### src/rtl/i2s_fifo_ctrl_pkg.sv
// i2s_fifo_ctrl_pkg: shared state encoding and defaults for the I2S transmit FIFO sequencer
package i2s_fifo_ctrl_pkg;
    localparam int DW_DEF    = 32;
    localparam int AW_DEF    = 3;
    localparam int DEPTH_DEF = 7;

    typedef enum logic [2:0] {
        S_IDLE   = 3'd0,
        S_FILL   = 3'd1,
        S_DRAIN  = 3'd2,
        S_CAPT   = 3'd3,
        S_FLUSH  = 3'd4,
        S_FDRAIN = 3'd5
    } state_t;
endpackage

### src/rtl/i2s_fifo_arb.sv
// i2s_fifo_arb: push/pop pending latches with round-robin grant and loss/merge detection
module i2s_fifo_arb
    import i2s_fifo_ctrl_pkg::*;
#(
    parameter int DW = DW_DEF
) (
    input  logic          clk,
    input  logic          rstn,
    input  logic          host_wr,
    input  logic [DW-1:0] host_wdata,
    input  logic          i2s_req,
    input  logic          en,
    input  logic          wr_ok,
    input  logic          drop_wr,
    input  logic          rd_done,
    output logic          wr_pend,
    output logic [DW-1:0] wr_data,
    output logic          rd_pend,
    output logic          gnt_wr,
    output logic          gnt_rd,
    output logic          ovf_set,
    output logic          udr_set
);
    logic prio_rd;

    // a blocked write (FIFO full) falls through to the read side
    assign gnt_wr  = en & wr_pend & wr_ok & (~rd_pend | ~prio_rd);
    assign gnt_rd  = en & rd_pend & ~gnt_wr;
    assign ovf_set = host_wr & wr_pend;
    assign udr_set = i2s_req & rd_pend;

    always_ff @(posedge clk or negedge rstn) begin
        if (!rstn) begin
            wr_pend <= 1'b0;
            wr_data <= '0;
            rd_pend <= 1'b0;
            prio_rd <= 1'b1;
        end else begin
            wr_pend <= (wr_pend & ~gnt_wr & ~drop_wr) | (host_wr & ~wr_pend);
            if (host_wr & ~wr_pend) wr_data <= host_wdata;
            rd_pend <= (rd_pend & ~rd_done) | (i2s_req & ~rd_pend);
            if (gnt_wr) prio_rd <= 1'b1;
            else if (gnt_rd) prio_rd <= 1'b0;
        end
    end
endmodule

### src/rtl/i2s_fifo_ctrl.sv
// i2s_fifo_ctrl: strobe sequencer for the clock-strobed I2S transmit FIFO
module i2s_fifo_ctrl
    import i2s_fifo_ctrl_pkg::*;
#(
    parameter int DW = DW_DEF,
    parameter int AW = AW_DEF
) (
    input  logic          clk,
    input  logic          rstn,
    input  logic          host_wr,
    input  logic [DW-1:0] host_wdata,
    output logic          host_wready,
    input  logic          i2s_req,
    output logic [DW-1:0] i2s_rdata,
    output logic          i2s_rvalid,
    input  logic          flush,
    output logic          flush_done,
    input  logic [AW-1:0] cfg_depth,
    input  logic [AW-1:0] wm,
    input  logic          irq_en,
    input  logic          clr_flags,
    output logic          ovf,
    output logic          udr,
    output logic          irq,
    output logic          fifo_fill,
    output logic          fifo_drain,
    output logic [DW-1:0] fifo_d,
    output logic [AW-1:0] fifo_depth,
    input  logic [DW-1:0] fifo_q,
    input  logic          fifo_full,
    input  logic          fifo_empty,
    input  logic [AW-1:0] fifo_count
);
    state_t state;
    logic   idle, flush_pend, wr_pend, rd_pend, gnt_wr, gnt_rd, ovf_set, udr_set;

    assign idle        = state == S_IDLE;
    assign host_wready = ~wr_pend;

    // fifo_d is the push holding register itself, so it is settled a cycle ahead of fifo_fill
    i2s_fifo_arb #(.DW(DW)) u_arb (
        .clk        (clk),
        .rstn       (rstn),
        .host_wr    (host_wr),
        .host_wdata (host_wdata),
        .i2s_req    (i2s_req),
        .en         (idle & ~flush_pend),
        .wr_ok      (~fifo_full),
        .drop_wr    (idle & flush_pend),
        .rd_done    ((gnt_rd & fifo_empty) | (state == S_DRAIN)),
        .wr_pend    (wr_pend),
        .wr_data    (fifo_d),
        .rd_pend    (rd_pend),
        .gnt_wr     (gnt_wr),
        .gnt_rd     (gnt_rd),
        .ovf_set    (ovf_set),
        .udr_set    (udr_set)
    );

    always_ff @(posedge clk or negedge rstn) begin
        if (!rstn) begin
            state      <= S_IDLE;
            flush_pend <= 1'b0;
            fifo_fill  <= 1'b0;
            fifo_drain <= 1'b0;
            fifo_depth <= AW'(DEPTH_DEF);
            i2s_rdata  <= '0;
            i2s_rvalid <= 1'b0;
            flush_done <= 1'b0;
        end else begin
            fifo_fill  <= 1'b0;
            fifo_drain <= 1'b0;
            i2s_rvalid <= 1'b0;
            flush_done <= 1'b0;
            flush_pend <= flush | (flush_pend & ~idle);
            case (state)
                S_IDLE: begin
                    fifo_depth <= cfg_depth;
                    if (flush_pend) begin
                        state <= S_FLUSH;
                    end else if (gnt_wr) begin
                        fifo_fill <= 1'b1;
                        state     <= S_FILL;
                    end else if (gnt_rd && fifo_empty) begin
                        i2s_rdata  <= '0;
                        i2s_rvalid <= 1'b1;
                    end else if (gnt_rd) begin
                        fifo_drain <= 1'b1;
                        state      <= S_DRAIN;
                    end
                end
                S_FILL: state <= S_IDLE;
                S_DRAIN: begin
                    i2s_rdata  <= fifo_q;
                    i2s_rvalid <= 1'b1;
                    state      <= S_CAPT;
                end
                S_CAPT: state <= S_IDLE;
                S_FLUSH: begin
                    if (fifo_empty) begin
                        flush_done <= 1'b1;
                        state      <= S_IDLE;
                    end else begin
                        fifo_drain <= 1'b1;
                        state      <= S_FDRAIN;
                    end
                end
                S_FDRAIN: state <= S_FLUSH;
                default:  state <= S_IDLE;
            endcase
        end
    end

    always_ff @(posedge clk or negedge rstn) begin
        if (!rstn) begin
            ovf <= 1'b0;
            udr <= 1'b0;
            irq <= 1'b0;
        end else begin
            ovf <= ovf_set | (ovf & ~clr_flags);
            udr <= udr_set | (gnt_rd & fifo_empty) | (udr & ~clr_flags);
            irq <= (irq_en & (fifo_count <= wm)) | ovf | udr;
        end
    end
endmodule
### config.mk
export PLATFORM = sky130hd
export DESIGN_NAME = i2s_fifo_ctrl
export DESIGN_NICKNAME = d
export VERILOG_FILES = /design/src/rtl/i2s_fifo_ctrl_pkg.sv /design/src/rtl/i2s_fifo_arb.sv /design/src/rtl/i2s_fifo_ctrl.sv
export SDC_FILE = /design/constraint.sdc
export NUM_CORES = 1
export LEC_CHECK = 0
export ABC_CLOCK_PERIOD_IN_PS = 3300
export BUFFER_PORTS_ARGS = -buffer_cell sky130_fd_sc_hd__buf_2
export CAP_MARGIN = 20
export CORE_MARGIN = 1
export CORE_UTILIZATION = 51
export DETAILED_ROUTE_END_ITERATION = 8
export PLACE_DENSITY = 0.88
export SLEW_MARGIN = 20
export SYNTH_ARGS = -nofsm -noshare
export SYNTH_HDL_FRONTEND = slang
export SYNTH_SLANG_ARGS = --single-unit
### constraint.sdc
create_clock -name clk -period 3.3 [get_ports clk]
set_clock_uncertainty 0.15 [all_clocks]
set_input_delay 0.495 -clock clk [delete_from_list [all_inputs] [get_ports clk]]
set_output_delay 0.495 -clock clk [all_outputs]
set_load 0.02 [all_outputs]
* Word level (Yosys, flattened, before mapping)
Cells that the tools add are included.
Storage, ports and cells: input port bits 82, bits in registers 81, output and inout port bits 75, logic and storage cells 96
Operators by class: bitwise gates (word level) 39, equal/unequal tests 8, mux-type cells 27, order comparisons 1, reduce and logical (&&, ||, !) cells 6
Operators by type and width (count):
- two-way mux 32 bit | 3
- one-hot mux 32 bit (2 select lines) | 1
- bitwise AND 1 bit | 19
- two-way mux 1 bit | 15
- two-way mux 3 bit | 5
- one-hot mux 3 bit (4 select lines) | 1
- NOT 1 bit | 10
- OR 1 bit | 10
- equality test 3 bit (second input constant) | 2
- != test 2 bit (second input constant) | 2
- != test 4 x 1 -> 1 bit (second input constant) | 1
- != test 4 x 3 -> 1 bit (second input constant) | 1
- one-hot mux 1 bit (2 select lines) | 2
- AND reduction 4 bit | 1
- nonzero test 2 bit | 2
- equality test 3 x 2 -> 1 bit (second input constant) | 1
- <= comparator 3 bit | 1
- logical NOT 3 bit | 1
- != test 2 x 1 -> 1 bit (second input constant) | 1
- AND reduction 2 bit | 1
- logical AND 1 bit | 1

* Longest topological paths before layout
Gate-level depths: netlist of the first run.
word-level depth 12, gate-level depth with buffers 6, mapped depth without buffers 5

* By module
From an unflattened synthesis of the first run, not the netlist that was laid out.
Second synthesis, totals: cell total of the unflattened synthesis 226, area, all modules 3349.5 um^2
By module, submodules not included:
- i2s_fifo_ctrl | seq. area each 1154.9 um^2, times used 1, cells an instance 141, area each 1853.0 um^2
- i2s_fifo_arb | seq. area each 877.1 um^2, times used 1, cells an instance 85, area each 1496.4 um^2

* Least setup slack after synthesis of the first run
OpenSTA, ideal clock, no wires.
kind input to register, start point input port wm[1], end point register irq, data arrival time 1311 ps, stages 5, library setup time 116 ps, data required time 3034 ps, buffers on the path 0, path slack 1724 ps, path through inv_1 -> ha_1 -> nor2b_1 -> o21a_1 -> o311ai_0
On the way: longest elaborated chain between the ends 4
RTL lines:
- start: declaration | line i2s_fifo_ctrl.sv:19 | input logic [AW-1:0] wm,
- <= comparator 3 bit | line i2s_fifo_ctrl.sv:122 | irq <= (irq_en & (fifo_count <= wm)) | ovf | udr;
- bitwise AND 1 bit | line i2s_fifo_ctrl.sv:122
- OR 1 bit (2 in series) | line i2s_fifo_ctrl.sv:122
- end signal: assignment | line i2s_fifo_ctrl.sv:122
- end: declaration | line i2s_fifo_ctrl.sv:24 | output logic irq,
No other way between the ends. A chain may end at the register's enable or synchronous reset.

* Final worst setup path of the first run
start point register state[2], end point register i2s_rdata[16]
On the way: longest elaborated chain between the ends 10, elaborated cells on any way between the ends 16, classes of those cells eq/ne: 4; mux: 1; bitwise: 7; reduce/logical: 4
RTL lines:
- start: declaration | line i2s_fifo_ctrl.sv:34 | state_t state;
- start signal: assignment | line i2s_fifo_ctrl.sv:62 | state <= S_IDLE;
- start signal: assignment | line i2s_fifo_ctrl.sv:80 | state <= S_FLUSH;
- start signal: assignment | line i2s_fifo_ctrl.sv:83 | state <= S_FILL;
- logical NOT 3 bit | line i2s_fifo_ctrl.sv:37, i2s_fifo_ctrl.sv:76
- bitwise AND 1 bit | line i2s_fifo_ctrl.sv:47 | .en (idle & ~flush_pend),
- bitwise AND 1 bit (3 in series) | line i2s_fifo_arb.sv:27 | assign gnt_wr = en & wr_pend & wr_ok & (~rd_pend | ~prio_rd);
- NOT 1 bit | line i2s_fifo_arb.sv:28 | assign gnt_rd = en & rd_pend & ~gnt_wr;
- bitwise AND 1 bit | line i2s_fifo_arb.sv:28
- logical AND 1 bit | line i2s_fifo_ctrl.sv:84 | end else if (gnt_rd && fifo_empty) begin
- != test 2 x 1 -> 1 bit (no line)
- AND reduction 4 bit (no line)
- end signal: assignment | line i2s_fifo_ctrl.sv:94 | i2s_rdata <= fifo_q;
- end: declaration | line i2s_fifo_ctrl.sv:14 | output logic [DW-1:0] i2s_rdata,
Several ways; a longest one is shown, not always the timed one.

==> results.txt, run 1 <==
----------------------------------------------------
[Logic synthesis]
  Number of standard cells after synthesis ... 289
  Dominant cell type by area after synthesis ... sky130_fd_sc_hd__dfrtp_1
  Portion of synthesized cell area occupied by the leading cell type ... 55.04%
  Simple-gate area share of the yosys netlist ... 10.76%
  Mux contribution to synthesized area ... 10.29%
  Yosys cell types ... 36
  Fraction of the mapped netlist area in adder cells ... 1.072%
  Sequential cell area fraction in the yosys report ... 58.04%
  Synth top area cells ... sky130_fd_sc_hd__dfrtp_1 (55%), sky130_fd_sc_hd__mux2_2 (10%), sky130_fd_sc_hd__a22oi_1 (6.9%)
  Number of warning messages in the yosys log ... 0
  Flip-flop and latch count after synthesis ... 81
  Xor and xnor fraction of the mapped netlist area ... 0%
  Net count after synthesis ... 374
  Main combinational cell family by area after synthesis ... compound AO/OA/AOI/OAI gates
  Post-synthesis cell area ... 0.003501 sq mm
  Post-synthesis compound-gate area fraction ... 14.87%
  Mean post-synth cell area ... 12.11 sq um

[Pwr]
  IR drop worst, VDD ... 0.0005689 V
  Post-layout total power ... 4.548 mW
  Leakage ... 2.186 nW
  Pwr/cell area ... 1004 mW/mm^2

[Place]
  HPWL reported at the end of detailed placement ... 5723 um
  Number of input and output port buffers inserted ... 156
  DP Area ... 0.004275 sq mm
  Worst slack, placed ... 1.420 ns
  RD Place Congestion ... 0.7715

[STA]
  Relative max-transition margin ... 52.01%
  Total setup violations reported at the end of the flow ... 0
  RSZ-0062 raised after global routing ... false
  Setup TNS ... 0 ns
  Transition time at the pin with the least slew margin ... 0.7198 ns
  Final hold violations ... 0
  Max Slew Vio Count ... 0
  Worst Setup Slack, final ... 1.497 ns
  Final period utilization ... 54.62%
  Fmax ... 554.8 MHz
  Period minus WS final ... 1.803 ns

[Setup path]
  Worst Path Class, Setup ... register to register
  Worst Path Arrival ... 1.92 ns
  Endpoint class of the critical path ... register
  Data required time at the worst endpoint ... 3.41 ns
  Launch point of the critical path ... state[2]
  Type of element launching the critical path ... register
  Top fanout value on the critical path ... 24
  Worst reg2reg path startpoint ... state[2]

[Cells and area]
  Final std cell area, no fill ... 0.004531 sq mm
  Most common cell after layout, fill and taps aside ... sky130_fd_sc_hd__buf_2
  Ratio of cells with drive above 1 in the final layout ... 49.10%
  Layout-stage area growth over the synthesis result ... 29.41%
  Share of the core filled with cells ... 69.76%
  Commonest non-fill, non-tap cells in the layout ... sky130_fd_sc_hd__buf_2 (155), sky130_fd_sc_hd__dfrtp_1 (77), sky130_fd_sc_hd__nand2b_1 (33), sky130_fd_sc_hd__a22oi_1 (32), sky130_fd_sc_hd__mux2_2 (32)
  Diode count ... 0
  Fillers ... 497
  Final nets ... 526

[Routing]
  Wirelength, routed ... 8185 um
  Drt first-iter violations ... 138
  DRT Pass-1 Iters ... 7
  Average routed wire per standard cell ... 15.65 um
  Number of nets with antenna violations after routing ... 0
  Residual DRC ... 9
  Via count of the routed design ... 2797
  Drt via density ... 5.348

[Hold path]
  Class of the worst hold path ... input port to async pin

[Clock network]
  Clock insertion delay at the later pin of the skew report ... 0.34 ns
  Clock tree from TritonCTS ... yes
  Sinks on Clock Net ... 81
  Post-CTS setup buffers ... 0
  Root buffer cell ... sky130_fd_sc_hd__clkbuf_8
  Total clock buffers created by CTS ... 9
  CTS Hold Buffers Added ... 0
  Post-cts resize count ... 0
  Maximum clock insertion buffer count ... 2
  Clock-pin slew of the registers on the worst-case setup and hold paths ... 0.08 ns
  # H-tree levels ... 3

[Floorplan]
  Die height ... 84.85 um
  DIE AREA ... 0.007200 sq mm
  Total I/O pin count ... 157
  Row cnt ... 29
  Standard cell core area ... 0.006495 sq mm
  Die Width ... 84.85 um
  Starting density of the core ... 53.90%

[Global routing]
  Wire length of the first global-routing pass ... 13410 um
  GR Util All Layers ... 23.95%
  Number of global-route vias before repair ... 2850
  Gr ovfl total ... 0
  Largest net degree at the start of global routing ... 82
  Initial antenna violation count ... 0

[Run status]
  Run status ... finished with violations
  Failing checks ... design-rule violations

[Flow run]
  Max-capacitance violation count ... 0

----------------------------------------------------
## worst paths after layout
kind	to	slack [ns]	cells after the start
min	u_arb.wr_data[13]	0.02	1
max	i2s_rdata[16]	1.50	4
max in group asynchronous	fifo_fill	2.47	1
min in group clk	flush_pend	0.19	2
max reg2reg	i2s_rdata[16]	1.50	4
min reg2reg	fifo_depth[0]	0.31	2
## registers in the layout, summed over array words and instances (netlist names)
signal and count:
udr 1, ovf 1, u_arb.wr_data 32, flush_pend 1, i2s_rvalid 1, i2s_rdata 32
irq 1, u_arb.prio_rd 1, fifo_fill 1, state 3, u_arb.wr_pend 1, fifo_depth 3
flush_done 1, u_arb.rd_pend 1, fifo_drain 1
## Yosys cell counts
cell type / instances
sky130_fd_sc_hd__o21a_1: 1
sky130_fd_sc_hd__buf_4: 4
sky130_fd_sc_hd__nor2_1: 7
sky130_fd_sc_hd__buf_6: 2
sky130_fd_sc_hd__a31o_2: 1
sky130_fd_sc_hd__ha_1: 3
sky130_fd_sc_hd__a31oi_1: 2
sky130_fd_sc_hd__clkbuf_1: 4
sky130_fd_sc_hd__nor3b_2: 1
sky130_fd_sc_hd__nand4_1: 1
sky130_fd_sc_hd__or2_1: 1
sky130_fd_sc_hd__o21ai_1: 31
sky130_fd_sc_hd__or3_1: 1
sky130_fd_sc_hd__o21ai_0: 7
sky130_fd_sc_hd__nand3b_1: 2
sky130_fd_sc_hd__and2_1: 1
sky130_fd_sc_hd__nor2b_1: 3
sky130_fd_sc_hd__buf_8: 3
sky130_fd_sc_hd__a21o_1: 2
sky130_fd_sc_hd__and3_2: 1
sky130_fd_sc_hd__a22oi_1: 32
sky130_fd_sc_hd__a221o_1: 1
sky130_fd_sc_hd__inv_1: 7
sky130_fd_sc_hd__o21bai_1: 1
sky130_fd_sc_hd__clkbuf_2: 3
sky130_fd_sc_hd__a21oi_1: 2
sky130_fd_sc_hd__nand2b_1: 33
sky130_fd_sc_hd__dfrtp_1: 77
sky130_fd_sc_hd__nor3_1: 1
sky130_fd_sc_hd__o311ai_0: 1
sky130_fd_sc_hd__o211a_1: 1
sky130_fd_sc_hd__mux2_2: 32
sky130_fd_sc_hd__dfstp_2: 4
sky130_fd_sc_hd__nand2_1: 11
sky130_fd_sc_hd__nor3b_4: 1
sky130_fd_sc_hd__buf_2: 4
## area by class of cell
class	count	area, sq um	area share, %
tap	77	96.34	2.126
inverter	7	26.28	0.5799
multi-input combinational	181	1300	28.69
sequential	81	2032	44.85
clock buffer	10	137.6	3.038
timing repair buffer	161	824.5	18.20
clock inverter	6	113.9	2.513
## worst max-delay path: stages, from the launching register on
cell and delay (ns):
sky130_fd_sc_hd__dfrtp_1 0.48, sky130_fd_sc_hd__nor3b_4 0.49, sky130_fd_sc_hd__buf_4 0.37, sky130_fd_sc_hd__a22oi_1 0.12
sky130_fd_sc_hd__o21ai_1 0.11
## power by group
group	leakage, nW	total (mW)	switching (mW)	internal [mW]
clock	0.119	0.881	0.355	0.526
combinational	1.18	2.01	1.16	0.853
sequential	0.882	1.66	0.257	1.40
## logic make-up after synthesis
logic type	count (synthesis)
AO/OA/AOI/OAI	82
flip-flops	81
AND/OR/NAND/NOR	64
multiplexers	32
buffers and inverters	27
adder cells (fa/ha/maj)	3
## routing by layer
layer	up-vias	GRT usage [%]	wire (um)
met5	-	0	0
met4	0	10.17	142
met3	15	3.988	331
met2	80	43.16	4459
met1	1380	28.48	3252
li1	1322	-	-
## per-stage QoR
| stage | hold slack [ns] | cells |
|---|---|---|
| floorplan | 0.04941 | 289 |
| global placement | 0.2946 | 507 |
| detailed placement | 0.3014 | 507 |
| CTS | 0.1799 | 523 |
| global route | 0.09086 | 523 |
| finish | 0.01533 | 523 |
(Power assumes the default switching activity.)
==> run 2: changes to the inputs <==
--- a/config.mk
+++ b/config.mk
@@ -5,13 +5,14 @@
 export SDC_FILE = /design/constraint.sdc
 export NUM_CORES = 1
 export LEC_CHECK = 0
-export ABC_CLOCK_PERIOD_IN_PS = 3300
+export ABC_AREA = 1
+export ABC_CLOCK_PERIOD_IN_PS = 1750
 export BUFFER_PORTS_ARGS = -buffer_cell sky130_fd_sc_hd__buf_2
 export CAP_MARGIN = 20
 export CORE_MARGIN = 1
-export CORE_UTILIZATION = 51
+export CORE_UTILIZATION = 46
 export DETAILED_ROUTE_END_ITERATION = 8
-export PLACE_DENSITY = 0.88
+export PLACE_DENSITY = 0.81
 export SLEW_MARGIN = 20
 export SYNTH_ARGS = -nofsm -noshare
 export SYNTH_HDL_FRONTEND = slang
==> constraint.sdc (replaced) <==
create_clock -name clk -period 1.75 [get_ports clk]
set_clock_uncertainty 0.15 [all_clocks]
set_input_delay 0.2625 -clock clk [delete_from_list [all_inputs] [get_ports clk]]
set_output_delay 0.2625 -clock clk [all_outputs]
set_load 0.02 [all_outputs]
==> run 2 against run 1 <==
Compared with the run above:
- the run now ends clean
- register-to-register slack worse by 1.4 ns
- count of clock-buffer cells in the layout down 1
- critical path depth up 3
- sequential cell count unchanged
- first-iteration DRC count up 1.4%
- highest routed layer unchanged
==> results.txt, run 2 <==
----------------------------------------------------
[Run status]
  Run status ... finished clean

[Routing]
  Drt via density ... 4.744 (-11%)
  Number of nets with antenna violations after routing ... 0 (unchanged)
  Via count of the routed design ... 2951 (+5.5%)
  Average routed wire per standard cell ... 14.55 um (-7.1%)
  Drt first-iter violations ... 140 (+1.4%)
  DRT Pass-1 Iters ... 5 (-2)
  Wirelength, routed ... 9047 um (+11%)
  Residual DRC ... 0 (-9)

[Flow run]
  Max-capacitance violation count ... 0 (unchanged)

[Cells and area]
  Fillers ... 487 (-2.0%)
  Ratio of cells with drive above 1 in the final layout ... 47.53% (-1.6 points)
  Diode count ... 0 (unchanged)
  Share of the core filled with cells ... 74.49% (+4.7 points)
  Layout-stage area growth over the synthesis result ... 53.32%
  Final nets ... 606 (+15%)
  Commonest non-fill, non-tap cells in the layout ... sky130_fd_sc_hd__buf_2 (155), sky130_fd_sc_hd__nand2_1 (91), sky130_fd_sc_hd__dfrtp_1 (77), sky130_fd_sc_hd__dlygate4sd3_1 (69), sky130_fd_sc_hd__mux2_2 (32)
  Registers with the most flip-flops ... i2s_rdata: 32 flops, u_arb.wr_data: 32 flops
  Most common cell after layout, fill and taps aside ... sky130_fd_sc_hd__buf_2

[Clock network]
  Clock-pin slew of the registers on the worst-case setup and hold paths ... 0.09 ns (about the same)
  Sinks on Clock Net ... 81 (unchanged)
  # H-tree levels ... 3 (unchanged)
  Post-CTS setup buffers ... 0 (unchanged)
  Post-cts resize count ... 0 (unchanged)
  Clock tree from TritonCTS ... yes
  Root buffer cell ... sky130_fd_sc_hd__clkbuf_8
  Clock insertion delay at the later pin of the skew report ... 0.33 ns (about the same)
  Total clock buffers created by CTS ... 9 (unchanged)
  Maximum clock insertion buffer count ... 2 (unchanged)
  CTS Hold Buffers Added ... 67 (+67)

[Global routing]
  Largest net degree at the start of global routing ... 34 (-59%)
  Gr ovfl total ... 0 (unchanged)
  GR Util All Layers ... 24.54% (+0.59 points)
  Wire length of the first global-routing pass ... 14080 um (+5.0%)
  Initial antenna violation count ... 0 (unchanged)
  Number of global-route vias before repair ... 3054 (+7.2%)

[Logic synthesis]
  Primary FF master, synth ... sky130_fd_sc_hd__dfrtp_1
  Post-synthesis cell area ... 0.003356 sq mm (-4.1%)
  Portion of synthesized cell area occupied by the leading cell type ... 57.42% (+2.4 points)
  Most used standard cells in the synthesized netlist ... sky130_fd_sc_hd__nand2_1 (91), sky130_fd_sc_hd__dfrtp_1 (77), sky130_fd_sc_hd__mux2_2 (32)
  Number of enable flip-flop cells after synthesis ... 0 (unchanged)
  Net count after synthesis ... 373 (-0.27%)
  Number of standard cells after synthesis ... 288 (-0.35%)
  Flip-flop and latch count after synthesis ... 81 (unchanged)
  Sequential cell area fraction in the yosys report ... 60.55% (+2.5 points)
  Dominant cell type by area after synthesis ... sky130_fd_sc_hd__dfrtp_1
  Synth top area cells ... sky130_fd_sc_hd__dfrtp_1 (57%), sky130_fd_sc_hd__mux2_2 (11%), sky130_fd_sc_hd__nand2_1 (10%)
  Mean post-synth cell area ... 11.65 sq um (-3.8%)
  Yosys cell types ... 21 (-42%)
  Async SR Flop Fraction ... 100.0% (unchanged)
  Number of warning messages in the yosys log ... 0 (unchanged)
  Top-count cell post-synth ... sky130_fd_sc_hd__nand2_1

[STA]
  RSZ-0062 raised after global routing ... false
  Final hold violations ... 0 (unchanged)
  Setup TNS ... 0 ns (unchanged)
  Fmax ... 618.5 MHz (+11%)
  Total setup violations reported at the end of the flow ... 0 (unchanged)
  Relative max-transition margin ... 76.08% (+24 points)
  Final period utilization ... 92.39% (+38 points)
  Max Slew Vio Count ... 0 (unchanged)
  Transition time at the pin with the least slew margin ... 0.3588 ns (-0.3611 ns)
  Period minus WS final ... 1.617 ns (-0.1857 ns)

[Setup path]
  Worst reg2reg path startpoint ... state[0]
  Worst R2R Setup Slack ... 0.13 ns (-1.36 ns)
  Endpoint class of the critical path ... register
  Launch point of the critical path ... state[0]
  Worst setup endpoint ... i2s_rdata[4]
  Top fanout value on the critical path ... 18 (-25%)
  Critical R2R Capture ... i2s_rdata[4]
  Worst Path Class, Setup ... register to register
  Data required time at the worst endpoint ... 1.83 ns (-1.58 ns)
  Worst Path Arrival ... 1.69 ns (-0.23 ns)
  Type of element launching the critical path ... register
  Register-to-Register Path Depth ... 7 (+3)

[Hold path]
  Class of the worst hold path ... input port to register

[Floorplan]
  Starting density of the core ... 48.59% (-5.3 points)
  Die height ... 87.41 um (+3.0%)
  Standard cell core area ... 0.006907 sq mm (+6.3%)
  Die Width ... 87.41 um (+3.0%)
  Row cnt ... 30 (+3.4%)
  Total I/O pin count ... 157 (unchanged)
  DIE AREA ... 0.007641 sq mm (+6.1%)

[Pwr]
  Pwr/cell area ... 1483 mW/mm^2 (+48%)
  IR drop worst, VDD ... 0.0008920 V (+57%)
  Clock power share ... 16.2% (-3.2 points)
  Sequential Power Share ... 40.5% (+4.1 points)
  Net Switching ... 3.133 mW (+77%)
  Combinational group share of total power ... 43.3% (-0.9 points)
  Leakage ... 2.755 nW (+26%)
  Switching portion of total power ... 41.06% (+2.2 points)
  Internal power contribution ... 4.496 mW (+62%)

[Place]
  HPWL reported at the end of detailed placement ... 5696 um (-0.47%)
  RD Place Congestion ... 0.7504 (-2.7%)
  Number of input and output port buffers inserted ... 156 (unchanged)

----------------------------------------------------
[run 2: cell count changes after synthesis, moves of 3 or more]
cell	delta
sky130_fd_sc_hd__nand2_1	+80
sky130_fd_sc_hd__nand2b_1	-33
sky130_fd_sc_hd__a22oi_1	-32
sky130_fd_sc_hd__o21ai_1	-31
sky130_fd_sc_hd__nand3_2	+29
sky130_fd_sc_hd__nand3_1	+10
sky130_fd_sc_hd__inv_1	+6
sky130_fd_sc_hd__clkbuf_1	-4
sky130_fd_sc_hd__buf_8	-3
sky130_fd_sc_hd__clkbuf_2	-3
sky130_fd_sc_hd__nor2_1	-3
sky130_fd_sc_hd__nor2b_1	-3
[run 2: per-layer routing]
layer  up-vias  track usage (%)  part of all wire, %
li1       1400                -                    -
met1      1411            27.50                   39
met2       120            44.96                   55
met3        20            4.739                  4.7
met4         0            11.03                  2.3
met5         -                0                    0
[run 2: final cells by class]
| type | instances | area [sq um] | area share (%) |
|---|---|---|---|
| flip-flops and latches | 81 | 2032 | 39.49 |
| repair buffers | 234 | 1579 | 30.69 |
| multi-input cells | 182 | 1186 | 23.05 |
| clock buffers | 9 | 123.9 | 2.408 |
| well taps | 96 | 120.1 | 2.335 |
| clock inverters | 7 | 55.05 | 1.070 |
| inverters | 13 | 48.80 | 0.9484 |
[run 2: logic make-up (layout without fill, tap and decap cells)]
family | Yosys count | after routing | synth area share, %
fa+ha+maj | 3 | 3 | 1.119
buf+inv | 25 | 263 | 4.101
flops | 81 | 81 | 60.55
compound gates | 8 | 8 | 1.342
mux | 32 | 32 | 10.74
simple gates | 139 | 139 | 22.15
[run 2: critical path: stages, from the launching register on]
cell,delay [ns]
sky130_fd_sc_hd__dfrtp_1,0.42
sky130_fd_sc_hd__nor2_2,0.20
sky130_fd_sc_hd__nand3_2,0.14
sky130_fd_sc_hd__nor2_4,0.13
sky130_fd_sc_hd__nand3_4,0.07
sky130_fd_sc_hd__buf_4,0.23
sky130_fd_sc_hd__nand3_2,0.09
sky130_fd_sc_hd__nand2_1,0.06
[run 2: how the worst min path moves through the flow]
stage / from / endpoint / cells past startpoint / slack [ns]
after floorplan: rstn / fifo_drain / 0 / -0.18
after global placement: rstn / u_arb.wr_data[9] / 1 / 0.05
after detailed placement: rstn / u_arb.wr_data[9] / 1 / 0.05
after CTS: host_wdata[27] / u_arb.wr_data[27] / 2 / 0.0002
after global routing: host_wdata[30] / u_arb.wr_data[30] / 2 / 0.00002
final: host_wdata[30] / u_arb.wr_data[30] / 2 / 0.007
[run 2: per-stage QoR]
step | hold slack [ns] | instance area (sq um) | power (mW) | cells | worst slack (ns)
3_5_place_dp | 0.04957 | 4275 | 6.267 | 537 | 0.1648
3_3_place_gp | 0.04636 | 4275 | 6.117 | 537 | 0.2238
6_report | 0.007464 | 5145 | 7.629 | 622 | 0.1332
2_1_floorplan | -0.1831 | 3356 | 5.113 | 288 | 0.2765
5_1_grt | 0.00001904 | 5145 | 8.072 | 622 | 0.009382
4_1_cts | 0.0001800 | 5125 | 7.619 | 620 | 0.1434
[run 2: power groups by stage]
| stage | sequential (mW) | clock, mW | combinational, mW |
|---|---|---|---|
| 3_3_place_gp | 3.05 | 0 | 3.06 |
| 2_1_floorplan | 3.92 | 0 | 1.19 |
| 5_1_grt | 3.17 | 1.32 | 3.58 |
| 3_5_place_dp | 3.10 | 0 | 3.17 |
| 4_1_cts | 3.06 | 1.26 | 3.29 |
| 6_report | 3.09 | 1.23 | 3.30 |
==> run 3: changes to the inputs <==
--- a/config.mk
+++ b/config.mk
@@ -6,13 +6,12 @@
 export NUM_CORES = 1
 export LEC_CHECK = 0
 export ABC_AREA = 1
-export ABC_CLOCK_PERIOD_IN_PS = 1750
 export BUFFER_PORTS_ARGS = -buffer_cell sky130_fd_sc_hd__buf_2
 export CAP_MARGIN = 20
 export CORE_MARGIN = 1
 export CORE_UTILIZATION = 46
 export DETAILED_ROUTE_END_ITERATION = 8
-export PLACE_DENSITY = 0.81
+export PLACE_DENSITY = 0.82
 export SLEW_MARGIN = 20
 export SYNTH_ARGS = -nofsm -noshare
 export SYNTH_HDL_FRONTEND = slang
==> run 3 against run 2 <==
Compared with the run above:
- power decreased by 0.11%
- first-iteration DRC count increased by 35%
- hold slack improved by 0.013 ns
- sequential cell count unchanged
- critical path depth shrank 1
- clock power about the same
- fmax increased by 1.6%
- count of clock-buffer cells in the layout stayed put
- combinational power about the same
==> results.txt, run 3 (synthesis gave the netlist of run 2 again) <==
----------------------------------------------------
[Setup path]
  Data required time at the worst endpoint ... 1.88 ns (+0.05 ns)
  Top fanout value on the critical path ... 17 (-1)
  Endpoint class of the critical path ... register
  Worst Path Class, Setup ... register to register
  Type of element launching the critical path ... register
  Worst Path Arrival ... 1.72 ns (+0.03 ns)

[Clock network]
  Maximum clock insertion buffer count ... 2 (unchanged)
  Clock-pin slew of the registers on the worst-case setup and hold paths ... 0.08 ns (about the same)
  Clock insertion delay at the later pin of the skew report ... 0.33 ns (about the same)
  # H-tree levels ... 3 (unchanged)
  Total clock buffers created by CTS ... 9 (unchanged)
  Post-cts resize count ... 0 (unchanged)
  Root buffer cell ... sky130_fd_sc_hd__clkbuf_8
  Clock tree from TritonCTS ... yes
  Sinks on Clock Net ... 81 (unchanged)

[Global routing]
  Largest net degree at the start of global routing ... 36 (+5.9%)
  Wire length of the first global-routing pass ... 13870 um (-1.5%)
  Gr ovfl total ... 0 (unchanged)
  Initial antenna violation count ... 0 (unchanged)
  Number of global-route vias before repair ... 3048 (-0.20%)
  GR Util All Layers ... 24.14% (-0.41 points)

[Cells and area]
  Final nets ... 605 (-0.17%)
  Seq. cell area ... 0.002032 sq mm (unchanged)
  Registers with the most flip-flops ... i2s_rdata: 32 flops, u_arb.wr_data: 32 flops
  Ratio of cells with drive above 1 in the final layout ... 47.62% (+0.091 points)
  Most common cell after layout, fill and taps aside ... sky130_fd_sc_hd__buf_2
  Diode count ... 0 (unchanged)
  Multi-input combinational cell area ... 0.001186 sq mm (unchanged)
  Finished Layout Cells ... 621 (-0.16%)
  Fillers ... 495 (+1.6%)
  Commonest non-fill, non-tap cells in the layout ... sky130_fd_sc_hd__buf_2 (155), sky130_fd_sc_hd__nand2_1 (91), sky130_fd_sc_hd__dfrtp_1 (77), sky130_fd_sc_hd__dlygate4sd3_1 (68), sky130_fd_sc_hd__mux2_2 (32)
  Layout-stage area growth over the synthesis result ... 53.36% (about the same)

[Routing]
  Drt first-iter violations ... 189 (+35%)
  DRT Pass-1 Iters ... 5 (unchanged)
  Via count of the routed design ... 2961 (+0.34%)
  Residual DRC ... 0 (unchanged)
  Drt via density ... 4.768 (+0.50%)
  Number of nets with antenna violations after routing ... 0 (unchanged)
  Average routed wire per standard cell ... 14.61 um (+0.44%)
  Wirelength, routed ... 9072 um (+0.28%)

[Place]
  Placed cells ... 537 (unchanged)
  HPWL reported at the end of detailed placement ... 5434 um (-4.6%)
  RD Place Congestion ... 0.7809 (+4.1%)
  Number of input and output port buffers inserted ... 156 (unchanged)

[Pwr]
  Net Switching ... 3.118 mW (-0.47%)
  Combinational group share of total power ... 43.5% (+0.2 points)
  Clock power share ... 16.1% (about the same)
  Leakage ... 2.753 nW (about the same)
  Switching portion of total power ... 40.92% (-0.15 points)
  IR drop worst, VDD ... 0.0009139 V (+2.4%)
  Internal power contribution ... 4.502 mW (+0.13%)
  Pwr/cell area ... 1481 mW/mm^2 (-0.14%)
  Sequential Power Share ... 40.4% (about the same)

[STA]
  Final hold violations ... 0 (unchanged)
  Fmax ... 628.5 MHz (+1.6%)
  Max Slew Vio Count ... 0 (unchanged)
  Relative max-transition margin ... 75.33% (-0.76 points)
  Total setup violations reported at the end of the flow ... 0 (unchanged)
  Transition time at the pin with the least slew margin ... 0.3701 ns (+0.01134 ns)
  RSZ-0062 raised after global routing ... false
  Final period utilization ... 90.93% (-1.5 points)
  Setup TNS ... 0 ns (unchanged)
  Period minus WS final ... 1.591 ns (-0.02560 ns)

[Floorplan]
  Die height ... 87.41 um (unchanged)
  Standard cell core area ... 0.006907 sq mm (unchanged)
  DIE AREA ... 0.007641 sq mm (unchanged)
  Starting density of the core ... 48.59% (unchanged)
  Row cnt ... 30 (unchanged)
  Die Width ... 87.41 um (unchanged)
  Total I/O pin count ... 157 (unchanged)

[Run status]
  Run status ... finished clean

[Flow run]
  Max-capacitance violation count ... 0 (unchanged)

[Hold path]
  Class of the worst hold path ... input port to register

----------------------------------------------------
[run 3: cell count changes in the layout (fill, tap and decap cells not counted)]
cell / before / now
sky130_fd_sc_hd__dlygate4sd3_1: 69 / 68
sky130_fd_sc_hd__clkinvlp_4: 2 / 3
sky130_fd_sc_hd__clkinv_4: 2 / 1
sky130_fd_sc_hd__buf_12: 3 / 4
sky130_fd_sc_hd__buf_4: 7 / 6
[run 3: layout make-up]
type | count | area share (%)
clock buffers | 9 | 2.407
multi-input cells | 182 | 23.05
clock inverters | 7 | 1.045
well taps | 96 | 2.334
repair buffers | 233 | 30.73
flip-flops and latches | 81 | 39.48
inverters | 13 | 0.9482
[run 3: power groups by stage]
| stage | clock network (mW) | logic (mW) | registers, mW |
|---|---|---|---|
| final | 1.23 | 3.31 | 3.08 |
| after global routing | 1.34 | 3.56 | 3.16 |
| after CTS | 1.26 | 3.28 | 3.05 |
| after detailed placement | 0 | 3.16 | 3.09 |
| after global placement | 0 | 3.08 | 3.04 |
| after floorplan | 0 | 1.19 | 3.92 |
[run 3: critical path, cell delays in order, from the launching register on]
cell and delay, ns:
sky130_fd_sc_hd__dfrtp_1 0.42, sky130_fd_sc_hd__nor2_2 0.21, sky130_fd_sc_hd__nand2_2 0.23, sky130_fd_sc_hd__inv_1 0.13, sky130_fd_sc_hd__buf_4 0.22, sky130_fd_sc_hd__nand2_1 0.09
sky130_fd_sc_hd__nand2_1 0.08
[run 3: path summary, 6_finish.rpt]
kind / endpoint / startpoint / cells after the start / slack [ns]
worst max-delay path: i2s_rdata[12] / state[0] / 6 / 0.16
worst min-delay path: u_arb.wr_data[29] / host_wdata[29] / 2 / 0.02
worst max register to register: i2s_rdata[12] / state[0] / 6 / 0.16
worst min register to register: fifo_depth[0] / fifo_depth[0] / 2 / 0.34
max in group asynchronous: u_arb.prio_rd / rstn / 3 / 0.69
min in group asynchronous: u_arb.wr_data[7] / rstn / 2 / 0.22
[run 3: layer usage]
metal	GRT usage [%]	vias to the layer above	wire (um)
li1	-	1400	-
met1	26.20	1423	3426
met2	45.10	113	4986
met3	3.981	25	396
met4	12.07	0	264
met5	0	-	0
[run 3: per-stage QoR]
step                hold WS [ns]  util, %  setup WS [ns]  cell area (sq um)  power [mW]
floorplan                -0.1831        -         0.2765               3356       5.113
global placement         0.05387    62.08         0.2581               4288       6.119
detailed placement       0.05500    62.08         0.1778               4288       6.250
CTS                     0.002093    74.22         0.1734               5126       7.598
global route            0.003776    74.51        0.02195               5146       8.065
finish                   0.02068    74.51         0.1588               5146       7.620
[run 3: what timing repair did]
| item | 4_1_cts | 5_1_grt |
|---|---|---|
| setup buffers | 0 | 0 |
| hold buffers | 66 | 2 |
| hold endpoints to repair | 101 | 2 |
